===== src/rtl/audio_transport_ctrl_if.sv =====
// Control/status bundle between the recorder UI logic and the transport controller.
// The controller uses the slave view; the UI side or a bench drives through master.
interface audio_transport_ctrl_if #(
   parameter int ADDR_W = 20
);
   logic              key_start;
   logic              key_pause;
   logic              key_stop;
   logic              key_up;
   logic              key_down;
   logic              sw_record;
   logic              sw_interp;
   logic              sample_tick;
   logic [2:0]        state;
   logic [2:0]        ratio;
   logic              isNormalSpeed;
   logic              interp;
   logic              pause;
   logic              isRecord;
   logic              is_fast;
   logic [3:0]        speed_lvl;
   logic [ADDR_W-1:0] addr;
   logic              addr_we;
   logic [ADDR_W:0]   rec_len;
   logic              done;

   modport slave (
      input  key_start, key_pause, key_stop, key_up, key_down,
      input  sw_record, sw_interp, sample_tick,
      output state, ratio, isNormalSpeed, interp, pause, isRecord,
      output is_fast, speed_lvl, addr, addr_we, rec_len, done
   );

   modport master (
      output key_start, key_pause, key_stop, key_up, key_down,
      output sw_record, sw_interp, sample_tick,
      input  state, ratio, isNormalSpeed, interp, pause, isRecord,
      input  is_fast, speed_lvl, addr, addr_we, rec_len, done
   );
endinterface


===== src/rtl/audio_transport_ctrl.sv =====
// Record/play transport: key-driven FSM, signed speed level and the
// sample-memory address counter for recording and variable-speed playback.
module audio_transport_ctrl #(
   parameter int ADDR_W = 20
) (
   input  logic                    clk50,
   input  logic                    rst_n,
   audio_transport_ctrl_if.slave   bus
);
   localparam int AW1 = ADDR_W + 1;
   localparam logic [2:0] S_IDLE       = 3'd0;
   localparam logic [2:0] S_REC        = 3'd1;
   localparam logic [2:0] S_REC_PAUSE  = 3'd2;
   localparam logic [2:0] S_PLAY       = 3'd3;
   localparam logic [2:0] S_PLAY_PAUSE = 3'd4;
   localparam logic [ADDR_W-1:0] MAX_ADDR = '1;

   logic [2:0]        state_q, state_d;
   logic [ADDR_W-1:0] addr_q, addr_d;
   logic [ADDR_W:0]   rec_len_q, rec_len_d;
   logic signed [3:0] lvl_q, lvl_d;
   logic [2:0]        sub_q, sub_d;
   logic              done_q, done_d;
   logic              interp_q;

   logic [3:0]        mag;
   logic [ADDR_W:0]   f_w;
   logic [ADDR_W:0]   nxt;
   logic              step_en;
   logic              lvl_pos;
   logic              lvl_neg;
   logic              is_rec;

   assign lvl_neg = lvl_q[3];
   assign lvl_pos = !lvl_q[3] && (lvl_q != 4'sd0);
   assign mag     = lvl_neg ? 4'(-lvl_q) : 4'(lvl_q);
   assign f_w     = AW1'(mag) + 1'b1;

   always_ff @(posedge clk50 or negedge rst_n) begin
      if (!rst_n) begin
         state_q   <= S_IDLE;
         addr_q    <= '0;
         rec_len_q <= '0;
         lvl_q     <= 4'sd0;
         sub_q     <= 3'd0;
         done_q    <= 1'b0;
         interp_q  <= 1'b0;
      end else begin
         state_q   <= state_d;
         addr_q    <= addr_d;
         rec_len_q <= rec_len_d;
         lvl_q     <= lvl_d;
         sub_q     <= sub_d;
         done_q    <= done_d;
         interp_q  <= bus.sw_interp;
      end
   end

   always_comb begin
      state_d   = state_q;
      addr_d    = addr_q;
      rec_len_d = rec_len_q;
      lvl_d     = lvl_q;
      sub_d     = sub_q;
      done_d    = 1'b0;
      nxt       = {1'b0, addr_q} + 1'b1;
      step_en   = 1'b0;

      if (bus.key_stop && state_q != S_IDLE) begin
         state_d = S_IDLE;
         addr_d  = '0;
         sub_d   = 3'd0;
      end else begin
         case (state_q)
            S_IDLE: begin
               if (bus.key_start) begin
                  if (bus.sw_record) begin
                     state_d   = S_REC;
                     addr_d    = '0;
                     rec_len_d = '0;
                  end else if (rec_len_q != '0) begin
                     state_d = S_PLAY;
                     addr_d  = '0;
                     sub_d   = 3'd0;
                  end
               end
            end
            S_REC: begin
               // The tick's write happens this cycle, so it is committed even if paused now.
               if (bus.sample_tick) begin
                  rec_len_d = {1'b0, addr_q} + 1'b1;
                  addr_d    = addr_q + 1'b1;
                  if (addr_q == MAX_ADDR) begin
                     state_d = S_IDLE;
                     addr_d  = '0;
                     done_d  = 1'b1;
                  end
               end
               if (bus.key_pause && !done_d) state_d = S_REC_PAUSE;
            end
            S_REC_PAUSE: begin
               if (bus.key_pause || bus.key_start) state_d = S_REC;
            end
            S_PLAY: begin
               if (bus.sample_tick) begin
                  step_en = 1'b1;
                  if (lvl_neg) begin
                     if (sub_q == mag[2:0]) begin
                        sub_d = 3'd0;
                     end else begin
                        sub_d   = sub_q + 3'd1;
                        step_en = 1'b0;
                     end
                  end
                  nxt = {1'b0, addr_q} + (lvl_pos ? f_w : AW1'(1));
                  if (step_en) begin
                     if (nxt >= rec_len_q) begin
                        state_d = S_IDLE;
                        addr_d  = '0;
                        sub_d   = 3'd0;
                        done_d  = 1'b1;
                     end else begin
                        addr_d = nxt[ADDR_W-1:0];
                     end
                  end
               end
               if (bus.key_pause && !done_d) state_d = S_PLAY_PAUSE;
            end
            S_PLAY_PAUSE: begin
               if (bus.key_pause || bus.key_start) state_d = S_PLAY;
            end
            default: state_d = S_IDLE;
         endcase
      end

      // Speed changes apply from the next tick; a tick in this cycle used the old level.
      if ((state_q == S_IDLE || state_q == S_PLAY || state_q == S_PLAY_PAUSE) &&
          (bus.key_up != bus.key_down)) begin
         if (bus.key_up && lvl_q != 4'sd7) begin
            lvl_d = lvl_q + 4'sd1;
            sub_d = 3'd0;
         end else if (bus.key_down && lvl_q != -4'sd7) begin
            lvl_d = lvl_q - 4'sd1;
            sub_d = 3'd0;
         end
      end
   end

   always_comb begin
      is_rec            = (state_q == S_REC) || (state_q == S_REC_PAUSE);
      bus.state         = state_q;
      bus.isRecord      = is_rec;
      bus.pause         = (state_q == S_IDLE) || (state_q == S_REC_PAUSE) ||
                          (state_q == S_PLAY_PAUSE);
      bus.ratio         = (lvl_neg && !is_rec) ? mag[2:0] : 3'd0;
      bus.isNormalSpeed = (lvl_q == 4'sd0) || is_rec;
      bus.is_fast       = lvl_pos && !is_rec;
      bus.speed_lvl     = lvl_q;
      bus.addr          = addr_q;
      bus.addr_we       = (state_q == S_REC) && bus.sample_tick;
      bus.rec_len       = rec_len_q;
      bus.done          = done_q;
      bus.interp        = interp_q;
   end
endmodule

===== src/flat_wrapper.sv =====
// flat-port wrapper written by rule: the top's interface ports become plain ports
module audio_transport_ctrl_flat 
#(
   parameter int ADDR_W = 20
)
  (clk50, rst_n, bus_key_start, bus_key_pause, bus_key_stop, bus_key_up, bus_key_down, bus_sw_record, bus_sw_interp, bus_sample_tick, bus_state, bus_ratio, bus_isNormalSpeed, bus_interp, bus_pause, bus_isRecord, bus_is_fast, bus_speed_lvl, bus_addr, bus_addr_we, bus_rec_len, bus_done);
  audio_transport_ctrl_if #(.ADDR_W(ADDR_W)) bus_i ();
  input  logic clk50;
  input  logic rst_n;
  input wire logic [$bits(bus_i.key_start)-1:0] bus_key_start;
  input wire logic [$bits(bus_i.key_pause)-1:0] bus_key_pause;
  input wire logic [$bits(bus_i.key_stop)-1:0] bus_key_stop;
  input wire logic [$bits(bus_i.key_up)-1:0] bus_key_up;
  input wire logic [$bits(bus_i.key_down)-1:0] bus_key_down;
  input wire logic [$bits(bus_i.sw_record)-1:0] bus_sw_record;
  input wire logic [$bits(bus_i.sw_interp)-1:0] bus_sw_interp;
  input wire logic [$bits(bus_i.sample_tick)-1:0] bus_sample_tick;
  output wire logic [$bits(bus_i.state)-1:0] bus_state;
  output wire logic [$bits(bus_i.ratio)-1:0] bus_ratio;
  output wire logic [$bits(bus_i.isNormalSpeed)-1:0] bus_isNormalSpeed;
  output wire logic [$bits(bus_i.interp)-1:0] bus_interp;
  output wire logic [$bits(bus_i.pause)-1:0] bus_pause;
  output wire logic [$bits(bus_i.isRecord)-1:0] bus_isRecord;
  output wire logic [$bits(bus_i.is_fast)-1:0] bus_is_fast;
  output wire logic [$bits(bus_i.speed_lvl)-1:0] bus_speed_lvl;
  output wire logic [$bits(bus_i.addr)-1:0] bus_addr;
  output wire logic [$bits(bus_i.addr_we)-1:0] bus_addr_we;
  output wire logic [$bits(bus_i.rec_len)-1:0] bus_rec_len;
  output wire logic [$bits(bus_i.done)-1:0] bus_done;
  assign bus_i.key_start = bus_key_start;
  assign bus_i.key_pause = bus_key_pause;
  assign bus_i.key_stop = bus_key_stop;
  assign bus_i.key_up = bus_key_up;
  assign bus_i.key_down = bus_key_down;
  assign bus_i.sw_record = bus_sw_record;
  assign bus_i.sw_interp = bus_sw_interp;
  assign bus_i.sample_tick = bus_sample_tick;
  assign bus_state = bus_i.state;
  assign bus_ratio = bus_i.ratio;
  assign bus_isNormalSpeed = bus_i.isNormalSpeed;
  assign bus_interp = bus_i.interp;
  assign bus_pause = bus_i.pause;
  assign bus_isRecord = bus_i.isRecord;
  assign bus_is_fast = bus_i.is_fast;
  assign bus_speed_lvl = bus_i.speed_lvl;
  assign bus_addr = bus_i.addr;
  assign bus_addr_we = bus_i.addr_we;
  assign bus_rec_len = bus_i.rec_len;
  assign bus_done = bus_i.done;
  audio_transport_ctrl #(.ADDR_W(ADDR_W)) u_core (.clk50(clk50), .rst_n(rst_n), .bus(bus_i));
endmodule

===== config.mk =====
export PLATFORM = sky130hd
export DESIGN_NAME = audio_transport_ctrl_flat
export DESIGN_NICKNAME = d
export VERILOG_FILES = /design/src/rtl/audio_transport_ctrl_if.sv /design/src/rtl/audio_transport_ctrl.sv /design/src/flat_wrapper.sv
export SDC_FILE = /design/constraint.sdc
export NUM_CORES = 1
export LEC_CHECK = 0
export BUFFER_PORTS_ARGS = -buffer_cell sky130_fd_sc_hd__buf_2
export CORE_MARGIN = 5
export CORE_UTILIZATION = 53
export DETAILED_ROUTE_END_ITERATION = 10
export PLACE_DENSITY = 0.77
export SLEW_MARGIN = 0
export SYNTH_ARGS = -nofsm -noshare
export SYNTH_HDL_FRONTEND = slang
export SYNTH_SLANG_ARGS = --single-unit

===== constraint.sdc =====
create_clock -name clk50 -period 4.5 [get_ports clk50]
set_input_delay 0.225 -clock clk50 [delete_from_list [all_inputs] [get_ports clk50]]
set_output_delay 0.225 -clock clk50 [all_outputs]
set_load 0.01 [all_outputs]

After elaboration in Yosys (flattened, before gate mapping) --
Index checks and enable logic that the tools add are counted.
Operators by class: add/sub/neg operators 8, magnitude comparators 1, equality and inequality tests 24, multiplexer cells 62, bitwise logic cells 1, reduce and logical (&&, ||, !) cells 33
Operators by type and width (count):
- two-way mux 20 bit | 9
- two-way mux 21 bit | 4
- two-way mux 3 bit | 26
- case mux 20 bit (3 select lines) | 1
- case mux 21 bit (2 select lines) | 1
- adder 20 x 1 -> 21 bit, second input constant | 1
- adder 20 x 21 -> 21 bit | 1
- greater-or-equal comparator 21 bit | 1
- nonzero test 21 bit | 1
- adder 20 x 1 -> 20 bit, second input constant | 1
- equality test 20 bit, second input constant | 1
- inequality test 4 x 2 -> 1 bit, second input constant | 4
- two-way mux 1 bit | 15
- case mux 3 bit (5 select lines) | 1
- two-way mux 4 bit | 3
- inequality test 3 x 2 -> 1 bit, second input constant | 4
- logical AND 1 bit | 10
- AND reduction 9 bit | 1
- inequality test 4 x 1 -> 1 bit, second input constant | 2
- inequality test 4 bit, second input constant | 2
- nonzero test 4 bit | 2
- logical OR 1 bit | 7
- equality test 3 x 2 -> 1 bit, second input constant | 2
- inequality test 2 bit, second input constant | 3
- other kinds (21) | 26
Storage, ports and cells: register bits after elaboration 53, bits of input ports 10, output and inout port bits 58, logic and storage cells 136

Logic depth before layout (Yosys ltp) --
Gate-level depths: netlist (run 1).
depth after elaboration 17, gate-level depth with buffers 24, mapped depth without buffers 22

Least setup slack after synthesis (run 1) --
OpenSTA, ideal clock, no wires.
kind reg2reg, start point register u_core.lvl_q[0] (netlist: u_core.bus.speed_lvl[0]), end point register u_core.addr_q[18] (netlist: u_core.bus.addr[18]), setup time 0.126 ns, data arrival time 4.739 ns, setup slack -0.366 ns, cell stages (with the launch flop) 22, buffers on the path 2, clock period less this slack 4.866 ns, cell sequence dfrtp_1 inv_1 ha_1 mux2i_1 inv_1 ha_1 and2_1 fa_1 a211oi_1 o21bai_1 nand2_1 or3_1 clkbuf_1 nor2_1 xor2_1 ha_1 nand4_1 o41ai_2 clkbuf_1 o21ai_0 a221oi_1 o21ai_1
On the way: longest elaborated chain between the ends 11, elaborated cells between the ends (all ways) 21, those cells by class add/sub (3); order compare (1); eq/ne (2); mux (12); reduce/logical (3)
RTL lines:
- start, declared | RTL line audio_transport_ctrl.sv:21 | logic signed [3:0] lvl_q, lvl_d;
- start signal, assigned | RTL line audio_transport_ctrl.sv:52 | lvl_q <= lvl_d;
- negation 4 bit | RTL line audio_transport_ctrl.sv:36 | assign mag = lvl_neg ? 4'(-lvl_q) : 4'(lvl_q);
- two-way mux 4 bit (*) | RTL line audio_transport_ctrl.sv:36
- adder 4 x 1 -> 5 bit (*) | RTL line audio_transport_ctrl.sv:37 | assign f_w = AW1'(mag) + 1'b1;
- via u_core.f_w[0] | RTL line audio_transport_ctrl.sv:27 | logic [ADDR_W:0] f_w;
- two-way mux 21 bit (*) | RTL line audio_transport_ctrl.sv:115 | nxt = {1'b0, addr_q} + (lvl_pos ? f_w : AW1'(1));
- adder 20 x 21 -> 21 bit (*) | RTL line audio_transport_ctrl.sv:115
- greater-or-equal comparator 21 bit | RTL line audio_transport_ctrl.sv:117 | if (nxt >= rec_len_q) begin
- two-way mux 20 bit (*) | RTL line audio_transport_ctrl.sv:117
- two-way mux 20 bit (*) | RTL line audio_transport_ctrl.sv:116 | if (step_en) begin
- two-way mux 20 bit (*) | RTL line audio_transport_ctrl.sv:105 | if (bus.sample_tick) begin
- case mux 20 bit (3 select lines) (*) | RTL line audio_transport_ctrl.sv:74 | case (state_q)
- two-way mux 20 bit (*) | RTL line audio_transport_ctrl.sv:69 | if (bus.key_stop && state_q != S_IDLE) begin
- end signal, assigned | RTL line audio_transport_ctrl.sv:50 | addr_q <= addr_d;
- end, declared | RTL line audio_transport_ctrl.sv:19 | logic [ADDR_W-1:0] addr_q, addr_d;
Mark *: on every way through the listed nets, which the timed path passes. The rest lies on a longest branch. The select of a mux whose other input is x is not followed. A chain may end at the register's enable or synchronous reset.

Worst setup path after layout (run 1) --
start point register u_core.lvl_q[0] (netlist: u_core.bus.speed_lvl[0]), end point register u_core.addr_q[17] (netlist: u_core.bus.addr[17])
Same word-level chain as after synthesis.

==> impl_metrics.csv, run 1 <==
group,metric,value,unit
yosys,synthFlopType,"dfrtp_1",
sta,finalCritPeriodShare,0.997,
yosys,ys_types,63,
global_routing,grt_pass1_wl,21.3,mm
global_routing,grt.total_usage,0.259,
layout,num_antenna_cells,0,
place,place_area,5040,um2
floorplan,core,8220,um2
layout,multiInputGateArea,3140,um2
clocking,clockBufferDepth,2,
layout,final_common_cell,"nand2_1",
clocking,cts_made_buffers,5,
drt,ant_nets,0,
layout,regArea,1330,um2
drt,drt_iter0_drc,438,
layout,layout_common_cells,"nand2_1 (74), buf_2 (67), dfrtp_1 (52), buf_4 (45), nor2_1 (39)",
flow_run,maxCapViolations,0,
global_routing,antenna_found_initial,0,
worst_setup_path,path_class,"flop to flop",
worst_setup_path,reg2reg_depth,22,
global_routing,grt-ovfl-total,0,
yosys,synth-seq-cells,53,
place,dp.final_hpwl,9.96,mm
pwr,internal-power,1.41,mW
worst_hold_path,min_to,"u_core.bus.interp",
yosys,synthTopCellsByArea,"dfrtp_1 (30%), ha_1 (9.5%), nand2_1 (6.4%), xnor2_1 (5.9%), o21ai_0 (4.5%)",
floorplan,rows,33,
floorplan,start_util,0.546,
yosys,synth_edf_count,0,
floorplan,die_x,102,um
global_routing,grt_start_max_net_pins,54,
sta,period_minus_slack,4480,ps
sta,finalMaxSlewViolations,0,
layout,stdcell_area,5520,um2
pwr,seq_power_share,0.226,
clocking,clk_pin_slew,100,ps
place,gp_congestion,0.989,
pwr,vdd_drop_max,0.239,mV
worst_setup_path,r2r_slack,20,ps
sta,rsz0062_at_grt,"true",
pwr,p_leak,2.46,nW
worst_setup_path,cp-startpoint,"u_core.bus.speed_lvl[0]",
drt,drt-wirelength-per-cell,18.9,um
drt,via_count,4701,
drt,drc_errors,0,
layout,fill_cells,714,
sta,relSlewSlack,0.179,
global_routing,grt_pass1_vias,4408,
yosys,syn_area,4480,um2
yosys,synthesis.nets,606,
yosys,synth-seq-area-share,0.296,
worst_hold_path,hold_start,"bus_sw_interp",
floorplan,die_area,10400,um2
yosys,synth_area_leader_cell,"dfrtp_1",
outcome,status,"finished, final reports clean",
worst_hold_path,whs_path_depth,1,
clocking,cts_root_buf,"clkbuf_8",
pwr,switching_power,1.26,mW
drt,via_per_inst,6.23,
drt,wl,14.3,mm
worst_setup_path,rr_endpoint,"u_core.bus.addr[17]",
yosys,synth-async-reset-ratio,1.00,
floorplan,ios,68,
worst_setup_path,cp.arrival,4690,ps
worst_setup_path,startpoint_type,"flop",
yosys,syn_area_per_cell,8.01,um2
sta,fin_setup_tns,0,ps
pwr,pwr_density_cell,484,nW/um2
sta,clock_skew,7.90,ps
worst_hold_path,hold_path_class,"input port to flop",
worst_setup_path,cp_max_fo,7,
yosys,synthesis.instances,560,
pwr,p_sw_frac,0.471,
worst_setup_path,end_kind,"flop",
clocking,cts_max_level,2,
drt,firstDrtPassIters,7,
sta,setup_viol,0,
place,port_buffers,67,
yosys,yosysWarnings,0,
sta,max_freq,0.223,GHz
sta,hold_viol,0,
yosys,synth_top_area_share,0.296,
pwr,clkPwrFrac,0.104,
pwr,p_comb_frac,0.670,
clocking,cts_sinks,53,
clocking,postCtsHoldBufs,0,
sta,timing_worst_slew_pin_value,1220,ps
worst_setup_path,rr_startpoint,"u_core.bus.speed_lvl[0]",
floorplan,die_y,102,um
clocking,clock_latency,320,ps
worst_setup_path,worstPathRequired,4700,ps
layout,final_layout_size_suffix_gt1_frac,0.266,
layout,fin_nets,695,
clocking,cts_tree,"yes",
layout,area_growth_syn_to_layout,23.1,%
## per-layer routing
metal / routed length, um / global-route usage
met1: 5560 / 0.333
met2: 6930 / 0.434
met3: 1230 / 0.0396
met4: 550 / 0.109
met5: 0 / 0
## synthesized netlist by cell type, drive strengths merged (4+ instances only)
cell,instances
nand2,76
dfrtp,53
o21ai,46
nor2,42
ha,34
inv,32
a21oi,30
xnor2,30
clkbuf,25
xor2,16
nand3,14
nor3,11
nand4,10
o31ai,9
buf,8
nor2b,8
nor4,8
a31oi,7
and2,7
a21o,6
nand2b,6
o211ai,6
or3,6
a211oi,5
a32oi,5
a21boi,4
and3,4
o21bai,4
## final cells by class
| class | count | share of cell area |
|---|---|---|
| Multi-Input combinational cell | 442 | 0.569 |
| Clock buffer | 7 | 0.0138 |
| Clock inverter | 1 | 0.00136 |
| Timing Repair Buffer | 115 | 0.130 |
| Inverter | 32 | 0.0218 |
| Sequential cell | 53 | 0.241 |
| Tap cell | 105 | 0.0238 |
## power groups by stage
stage | combinational, mW | clock (mW) | sequential, mW
finish | 1.79 | 0.277 | 0.604
global route | 1.92 | 0.299 | 0.612
CTS | 1.50 | 0.278 | 0.598
detailed placement | 1.41 | 0 | 0.606
global placement | 1.35 | 0 | 0.603
floorplan | 0.938 | 0 | 0.606
## state kept, by name, indices dropped and copies added (netlist names)
name                  cells
u_core.bus.done           1
u_core.bus.rec_len       21
u_core.bus.speed_lvl      4
u_core.sub_q              3
u_core.bus.state          3
u_core.bus.interp         1
u_core.bus.addr          20
## worst max-delay path, cell delays in order (launching register included)
cell	delay, ps
dfrtp_2	420
inv_2	80
ha_4	200
mux2i_4	160
inv_2	70
ha_4	160
mux2i_1	140
nor2_1	70
ha_2	350
a211oi_2	80
o21bai_2	200
nand2_2	90
or3_4	380
nor2_4	100
xor2_1	70
ha_1	310
nand4_1	210
buf_4	230
o41ai_4	320
buf_4	240
o41a_1	230
o31ai_1	90
o21bai_1	170
## what timing repair did
action | in CTS | in global routing
pin swaps | 16 | 26
setup endpoints to repair | 17 | 27
setup buffers | 8 | 10
endpoints found under the hold margin | 0 | 0
resized for setup | 18 | 47
## cell families (layout without fill, tap and decap cells)
kind of cell / Yosys count / after routing / synth area share
simple gates: 209 / 209 / 0.227
compound gates: 144 / 144 / 0.208
buf+inv: 65 / 155 / 0.0611
flops: 53 / 53 / 0.296
xor+xnor: 46 / 46 / 0.0899
fa+ha+maj: 36 / 36 / 0.104
mux: 6 / 6 / 0.0142
other cells: 1 / 1 / 0.000836
## metrics by stage
stage / total power, mW / utilization / setup slack (ps) / std cells / hold WS (ps)
final: 2.67 / 0.672 / 15.5 / 755 / 8.53
after global routing: 2.83 / 0.672 / -155 / 755 / 8.13
after CTS: 2.37 / 0.639 / -54.9 / 745 / 11.6
after detailed placement: 2.01 / 0.613 / -168 / 729 / 339
after global placement: 1.95 / 0.613 / -94.5 / 729 / 336
after floorplan: 1.54 / - / 6.80 / 560 / -70.6
## worst max path at each step
| stage | endpoint | slack (ps) | depth (start not counted) |
|---|---|---|---|
| 2_1_floorplan | u_core.bus.addr[18] | 7 | 20 |
| 3_3_place_gp | u_core.bus.addr[17] | -90 | 20 |
| 3_5_place_dp | u_core.bus.addr[17] | -170 | 20 |
| 4_1_cts | u_core.bus.addr[17] | -50 | 22 |
| 5_1_grt | u_core.bus.addr[17] | -160 | 22 |
| 6_report | u_core.bus.addr[17] | 20 | 22 |
Power figures use the tool's default switching activity.
==> run 2: changes to the inputs <==
--- a/config.mk
+++ b/config.mk
@@ -7,9 +7,10 @@
 export LEC_CHECK = 0
 export BUFFER_PORTS_ARGS = -buffer_cell sky130_fd_sc_hd__buf_2
 export CORE_MARGIN = 5
-export CORE_UTILIZATION = 53
+export CORE_UTILIZATION = 54
+export CTS_BUF_LIST = sky130_fd_sc_hd__clkbuf_8
 export DETAILED_ROUTE_END_ITERATION = 10
-export PLACE_DENSITY = 0.77
+export PLACE_DENSITY = 0.78
 export SLEW_MARGIN = 0
 export SYNTH_ARGS = -nofsm -noshare
 export SYNTH_HDL_FRONTEND = slang
==> impl_metrics.csv, run 2 (synthesis results as in run 1) <==
group,metric,value,unit
clocking,cts_tree,"yes",
worst_setup_path,path_class,"flop to flop",
drt,wl,14.6,mm
global_routing,grt.total_usage,0.273,
global_routing,grt_pass1_vias,4631,
outcome,failed_checks,"negative setup slack",
worst_setup_path,cp_max_fo,8,
layout,layout_common_cells,"nand2_1 (75), buf_2 (67), dfrtp_1 (52), buf_4 (39), nor2_1 (38)",
sta,setup_viol,25,
drt,wl_met3,1.39,mm
layout,largest_register_ffs,21,
sta,period_minus_slack,4700,ps
global_routing,grt_pass1_wl,22.4,mm
drt,drc_errors,0,
place,gp_congestion,0.921,
drt,drt-wirelength-per-cell,19.5,um
pwr,p_leak,2.47,nW
sta,rsz0062_at_grt,"true",
sta,fin_setup_tns,-2530,ps
worst_setup_path,cp-startpoint,"u_core.bus.speed_lvl[0]",
worst_hold_path,hold_start,"bus_sw_interp",
clocking,cts_sinks,53,
clocking,cts_root_buf,"clkbuf_8",
worst_setup_path,critPathSlowestCell,"o41ai_4",
worst_setup_path,rr_endpoint,"u_core.bus.addr[1]",
place,port_buffers,67,
layout,final_layout_size_suffix_gt1_frac,0.274,
worst_setup_path,reg2reg_depth,22,
worst_hold_path,min_to,"u_core.bus.interp",
drt,drt_iter0_drc,479,
pwr,seq_power_share,0.224,
place,place_area,5030,um2
drt,wirelength_met1,5.47,mm
pwr,p_sw_frac,0.468,
drt,via_per_inst,6.37,
worst_setup_path,cpPeakStageDelay,460,ps
pwr,clkPwrFrac,0.129,
global_routing,grt-ovfl-total,0,
place,dp.final_hpwl,9.92,mm
worst_setup_path,worstPathRequired,4690,ps
worst_setup_path,r2r_slack,-200,ps
drt,ant_nets,0,
worst_setup_path,startpoint_type,"flop",
worst_setup_path,end_kind,"flop",
drt,via_count,4777,
layout,utilization,0.683,
pwr,vdd_drop_max,0.226,mV
pwr,internal-power,1.43,mW
drt,route.met2.wl,7.15,mm
flow_run,maxCapViolations,0,
sta,hold_viol,0,
pwr,switching_power,1.26,mW
clocking,cts_max_level,2,
floorplan,die_area,10200,um2
layout,fill_cells,646,
clocking,postCtsHoldBufs,0,
sta,relSlewSlack,0.221,
worst_hold_path,hold_path_class,"input port to flop",
drt,firstDrtPassIters,5,
clocking,clk_pin_slew,100,ps
worst_setup_path,path_cells,"inv_2, ha_4, mux2i_2, inv_1, ha_2, mux2i_1, nor2_1, ha_2, o21ai_0, o21ai_0, and2_2, nand3_1, xnor2_1, ha_1, nand4_1, o41ai_4, buf_4, nor2_2, buf_6, buf_6, a32oi_1, o21ai_1",
worst_setup_path,rr_startpoint,"u_core.bus.speed_lvl[0]",
clocking,clock_latency,310,ps
layout,final_common_cell,"nand2_1",
layout,stdcell_area,5560,um2
layout,area_growth_syn_to_layout,24.0,%
pwr,p_comb_frac,0.647,
layout,fin_nets,690,
place,dp_slack,-141,ps
pwr,pwr_density_cell,484,nW/um2
place,dpl.cell_count,728,
sta,timing_worst_slew_pin_value,1160,ps
layout,num_antenna_cells,0,
sta,clock_skew,5.29,ps
global_routing,antenna_found_initial,0,
floorplan,core,8130,um2
floorplan,die_y,101,um
worst_hold_path,whs_path_depth,1,
outcome,status,"finished, violations left",
sta,max_freq,0.213,GHz
global_routing,grt_start_max_net_pins,54,
floorplan,die_x,101,um
drt,routed.top_layer,"met4",
pwr,finalPower,2.69,mW
floorplan,ios,68,
sta,finalCritPeriodShare,1.05,
clocking,clockBufferDepth,2,
layout,stdcell_count,750,
floorplan,start_util,0.551,
floorplan,rows,33,
clocking,cts_made_buffers,5,
worst_setup_path,cp.arrival,4900,ps
sta,finalMaxSlewViolations,0,
sta,setup_ws,-205,ps
sta,timing.hold.ws,8.90,ps
## run 2: changes by cell type in the layout (fill, tap and decap cells not counted), sizes merged
| cell | delta |
|---|---|
| buf | -5 |
| bufinv | +1 |
| clkbuf | -1 |
| clkinvlp | -1 |
| inv | +1 |
## run 2: per-layer routing
layer | track usage | vias up
met1 | 0.349 | 2258
met4 | 0.116 | 0
met3 | 0.0415 | 59
met5 | 0 | -
li1 | - | 2141
met2 | 0.460 | 319
## run 2: what timing repair did
item / 4_1_cts / 5_1_grt
setup endpoints to repair: 22 / 27
pin swaps: 21 / 44
resized for setup: 34 / 39
setup buffers: 10 / 4
## run 2: worst max-delay path by stage
stage	to	slack (ps)	cells past startpoint
after floorplan	u_core.bus.addr[18]	7	20
after global placement	u_core.bus.addr[17]	-20	20
after detailed placement	u_core.bus.addr[19]	-140	22
after CTS	u_core.bus.addr[17]	-60	22
after global routing	u_core.bus.addr[14]	-410	25
final	u_core.bus.addr[1]	-200	22
## run 2: worst max-delay path, delay by kind of cell (launching register included)
family          cells  cell delay (ps)
mux                 2              360
simple gates        5              770
xor+xnor            1              170
compound gates      5             1180
buf+inv             5              630
fa+ha+maj           4             1040
flops               1              420
## run 2: power groups by stage
stage	sequential (mW)	clock (mW)	combinational (mW)
3_3_place_gp	0.602	0	1.35
6_report	0.602	0.347	1.74
5_1_grt	0.610	0.365	1.88
3_5_place_dp	0.604	0	1.40
4_1_cts	0.596	0.351	1.54
2_1_floorplan	0.606	0	0.938
## run 2: area by class of cell
type / instances / area, um2 / area share
multi-input cells: 442 / 3190 / 0.574
inverters: 32 / 120 / 0.0216
clock buffers: 6 / 82.6 / 0.0149
clock inverters: 2 / 33.8 / 0.00608
well taps: 105 / 131 / 0.0236
flip-flops and latches: 53 / 1330 / 0.239
repair buffers: 110 / 673 / 0.121
==> run 3: changes to the inputs <==
--- a/config.mk
+++ b/config.mk
@@ -5,6 +5,7 @@
 export SDC_FILE = /design/constraint.sdc
 export NUM_CORES = 1
 export LEC_CHECK = 0
+export ABC_AREA = 1
 export BUFFER_PORTS_ARGS = -buffer_cell sky130_fd_sc_hd__buf_2
 export CORE_MARGIN = 5
 export CORE_UTILIZATION = 54
==> impl_metrics.csv, run 3 <==
group,metric,value,unit
outcome,status,"finished, final reports clean",
yosys,synthesis.instances,624,
yosys,synth.most_common_cell,"nand2_1",
floorplan,core,8220,um2
sta,hold_viol,0,
clocking,cts_tree,"yes",
drt,via_count,4420,
drt,via_per_inst,5.52,
global_routing,grt-ovfl-total,0,
sta,timing_worst_slew_pin_value,938,ps
worst_setup_path,startpoint_type,"flop",
pwr,pwr_density_cell,461,nW/um2
sta,finalMaxSlewViolations,0,
floorplan,die_y,102,um
sta,fin_setup_tns,0,ps
yosys,synth-seq-cells,53,
drt,drt-wirelength-per-cell,15.5,um
pwr,clkPwrFrac,0.146,
layout,area_growth_syn_to_layout,13.8,%
layout,fin_nets,741,
global_routing,antenna_found_initial,0,
worst_setup_path,path_class,"flop to flop",
floorplan,die_x,102,um
yosys,synth-seq-area-share,0.293,
pwr,internal-power,1.18,mW
sta,finalCritPeriodShare,0.962,
sta,clock_skew,10.1,ps
global_routing,grt_pass1_wl,20.0,mm
clocking,clk_pin_slew,100,ps
sta,setup_ws,173,ps
drt,wl,12.4,mm
sta,relSlewSlack,0.374,
pwr,p_comb_frac,0.603,
yosys,synthTopCellsByArea,"dfrtp_1 (29%), nand2_1 (16%), ha_1 (9.4%), inv_1 (6.1%), xor2_1 (5.0%)",
global_routing,grt_pass1_vias,4246,
worst_hold_path,hold_path_class,"input port to async pin",
place,dp_slack,86.9,ps
worst_setup_path,worstPathRequired,4750,ps
pwr,vdd_drop_max,0.287,mV
clocking,cts_max_level,2,
place,dpl.cell_count,785,
place,port_buffers,67,
layout,utilization,0.628,
yosys,synth-async-reset-ratio,1.00,
worst_setup_path,end_kind,"flop",
yosys,synth_top_area_share,0.293,
sta,period_minus_slack,4330,ps
drt,firstDrtPassIters,5,
global_routing,grt.total_usage,0.240,
floorplan,ios,68,
global_routing,grt_start_max_net_pins,54,
worst_setup_path,rr_startpoint,"u_core.bus.speed_lvl[1]",
worst_setup_path,cp_max_fo,5,
yosys,synthesis.nets,670,
yosys,synthFlopType,"dfrtp_1",
yosys,synth_area_leader_cell,"dfrtp_1",
clocking,cts_made_buffers,5,
worst_setup_path,rr_endpoint,"u_core.bus.addr[10]",
place,dp.final_hpwl,9.38,mm
layout,largest_register_ffs,21,
place,gp_congestion,0.972,
yosys,synth_edf_count,0,
floorplan,die_area,10300,um2
layout,final_common_cell,"nand2_1",
clocking,clock_latency,310,ps
yosys,syn_area,4530,um2
layout,layout_common_cells,"nand2_1 (187), inv_1 (74), buf_2 (67), dfrtp_1 (52), ha_1 (34)",
yosys,ys_types,43,
worst_setup_path,cp.arrival,4580,ps
worst_setup_path,reg2reg_depth,27,
layout,stdcell_count,801,
clocking,cts_sinks,53,
drt,drt_iter0_drc,260,
worst_setup_path,cp-startpoint,"u_core.bus.speed_lvl[1]",
layout,num_antenna_cells,0,
pwr,p_sw_frac,0.505,
yosys,synth_common_cells,"nand2_1 (188), inv_1 (74), dfrtp_1 (53)",
clocking,clockBufferDepth,2,
clocking,cts_root_buf,"clkbuf_8",
flow_run,maxCapViolations,0,
sta,setup_viol,0,
sta,max_freq,0.231,GHz
yosys,yosysWarnings,0,
floorplan,rows,33,
layout,final_layout_size_suffix_gt1_frac,0.230,
floorplan,start_util,0.552,
pwr,switching_power,1.20,mW
drt,ant_nets,0,
worst_setup_path,r2r_slack,170,ps
drt,drc_errors,0,
yosys,syn_area_per_cell,7.26,um2
pwr,seq_power_share,0.251,
pwr,p_leak,2.81,nW
## run 3: worst max-delay path by stage
stage	endpoint	slack [ps]	cells past startpoint
3_3_place_gp	u_core.bus.addr[10]	240	28
4_1_cts	u_core.bus.addr[10]	50	27
2_1_floorplan	u_core.bus.addr[5]	530	28
3_5_place_dp	u_core.bus.addr[10]	90	29
5_1_grt	u_core.bus.state[1]	-80	31
6_report	u_core.bus.addr[10]	170	27
## run 3: stage by stage
step           power [mW]  hold slack [ps]  area, um2
2_1_floorplan        1.60            -70.6       4530
3_3_place_gp         1.89              334       4920
3_5_place_dp         1.94              335       4920
4_1_cts              2.29             7.64       5040
5_1_grt              2.56              100       5160
6_report             2.38             36.3       5160
## run 3: kinds of logic (layout without fill, tap and decap cells)
family,count (synthesis),count (layout),share of synthesized area
AND/OR/NAND/NOR,310,310,0.320
buffers and inverters,102,174,0.0958
AO/OA/AOI/OAI,86,86,0.119
flip-flops,53,53,0.293
adder cells (fa/ha/maj),36,36,0.103
XOR/XNOR,36,36,0.0696
other,1,1,0.000827
## run 3: final cells by class
cell class                      instances  area [um2]
Tap cell                              105         131
Fill cell                             732        3060
Sequential cell                        53        1330
Inverter                               87         329
Clock inverter                          2        33.8
Timing Repair Buffer                   79         435
Clock buffer                            6        82.6
Multi-Input combinational cell        469        2820
## run 3: routing by layer
metal	wire (um)	track usage	vias to the layer above
li1	-	-	2146
met1	5420	0.316	2086
met2	5930	0.400	163
met3	823	0.0337	25
met4	272	0.0890	0
met5	0	0	-
## run 3: critical path: stages, from the launching register on
cell and delay (ps):
dfrtp_2 420, inv_1 120, ha_1 260, nand2_1 80
nand2_1 80, ha_1 190, xnor2_1 170, nor2_1 60
ha_1 340, a21oi_1 90, nand2_1 140, nand2_1 120
o21ai_4 110, nand3_2 110, nor2_1 150, xor2_1 290
ha_1 300, nand2_1 70, nor2_2 50, a21boi_0 120
nor2_1 90, nand4_1 180, nor2_4 220, buf_6 150
nand2_1 50, o21ai_0 120, nand2_1 90, nand2_1 100
## run 3: power groups by stage
stage	Clock, mW	Combinational [mW]	Sequential, mW
final	0.347	1.43	0.597
after global routing	0.373	1.59	0.604
after CTS	0.354	1.34	0.599
after detailed placement	0	1.33	0.609
after global placement	0	1.28	0.605
after floorplan	0	0.984	0.616
## run 3: timing repair
action | 4_1_cts | 5_1_grt
gates resized for setup | 0 | 19
buffers inserted | 0 | 5
setup endpoints to repair | 0 | 22
hold buffers | 0 | 1
endpoints found under the hold margin | 0 | 1
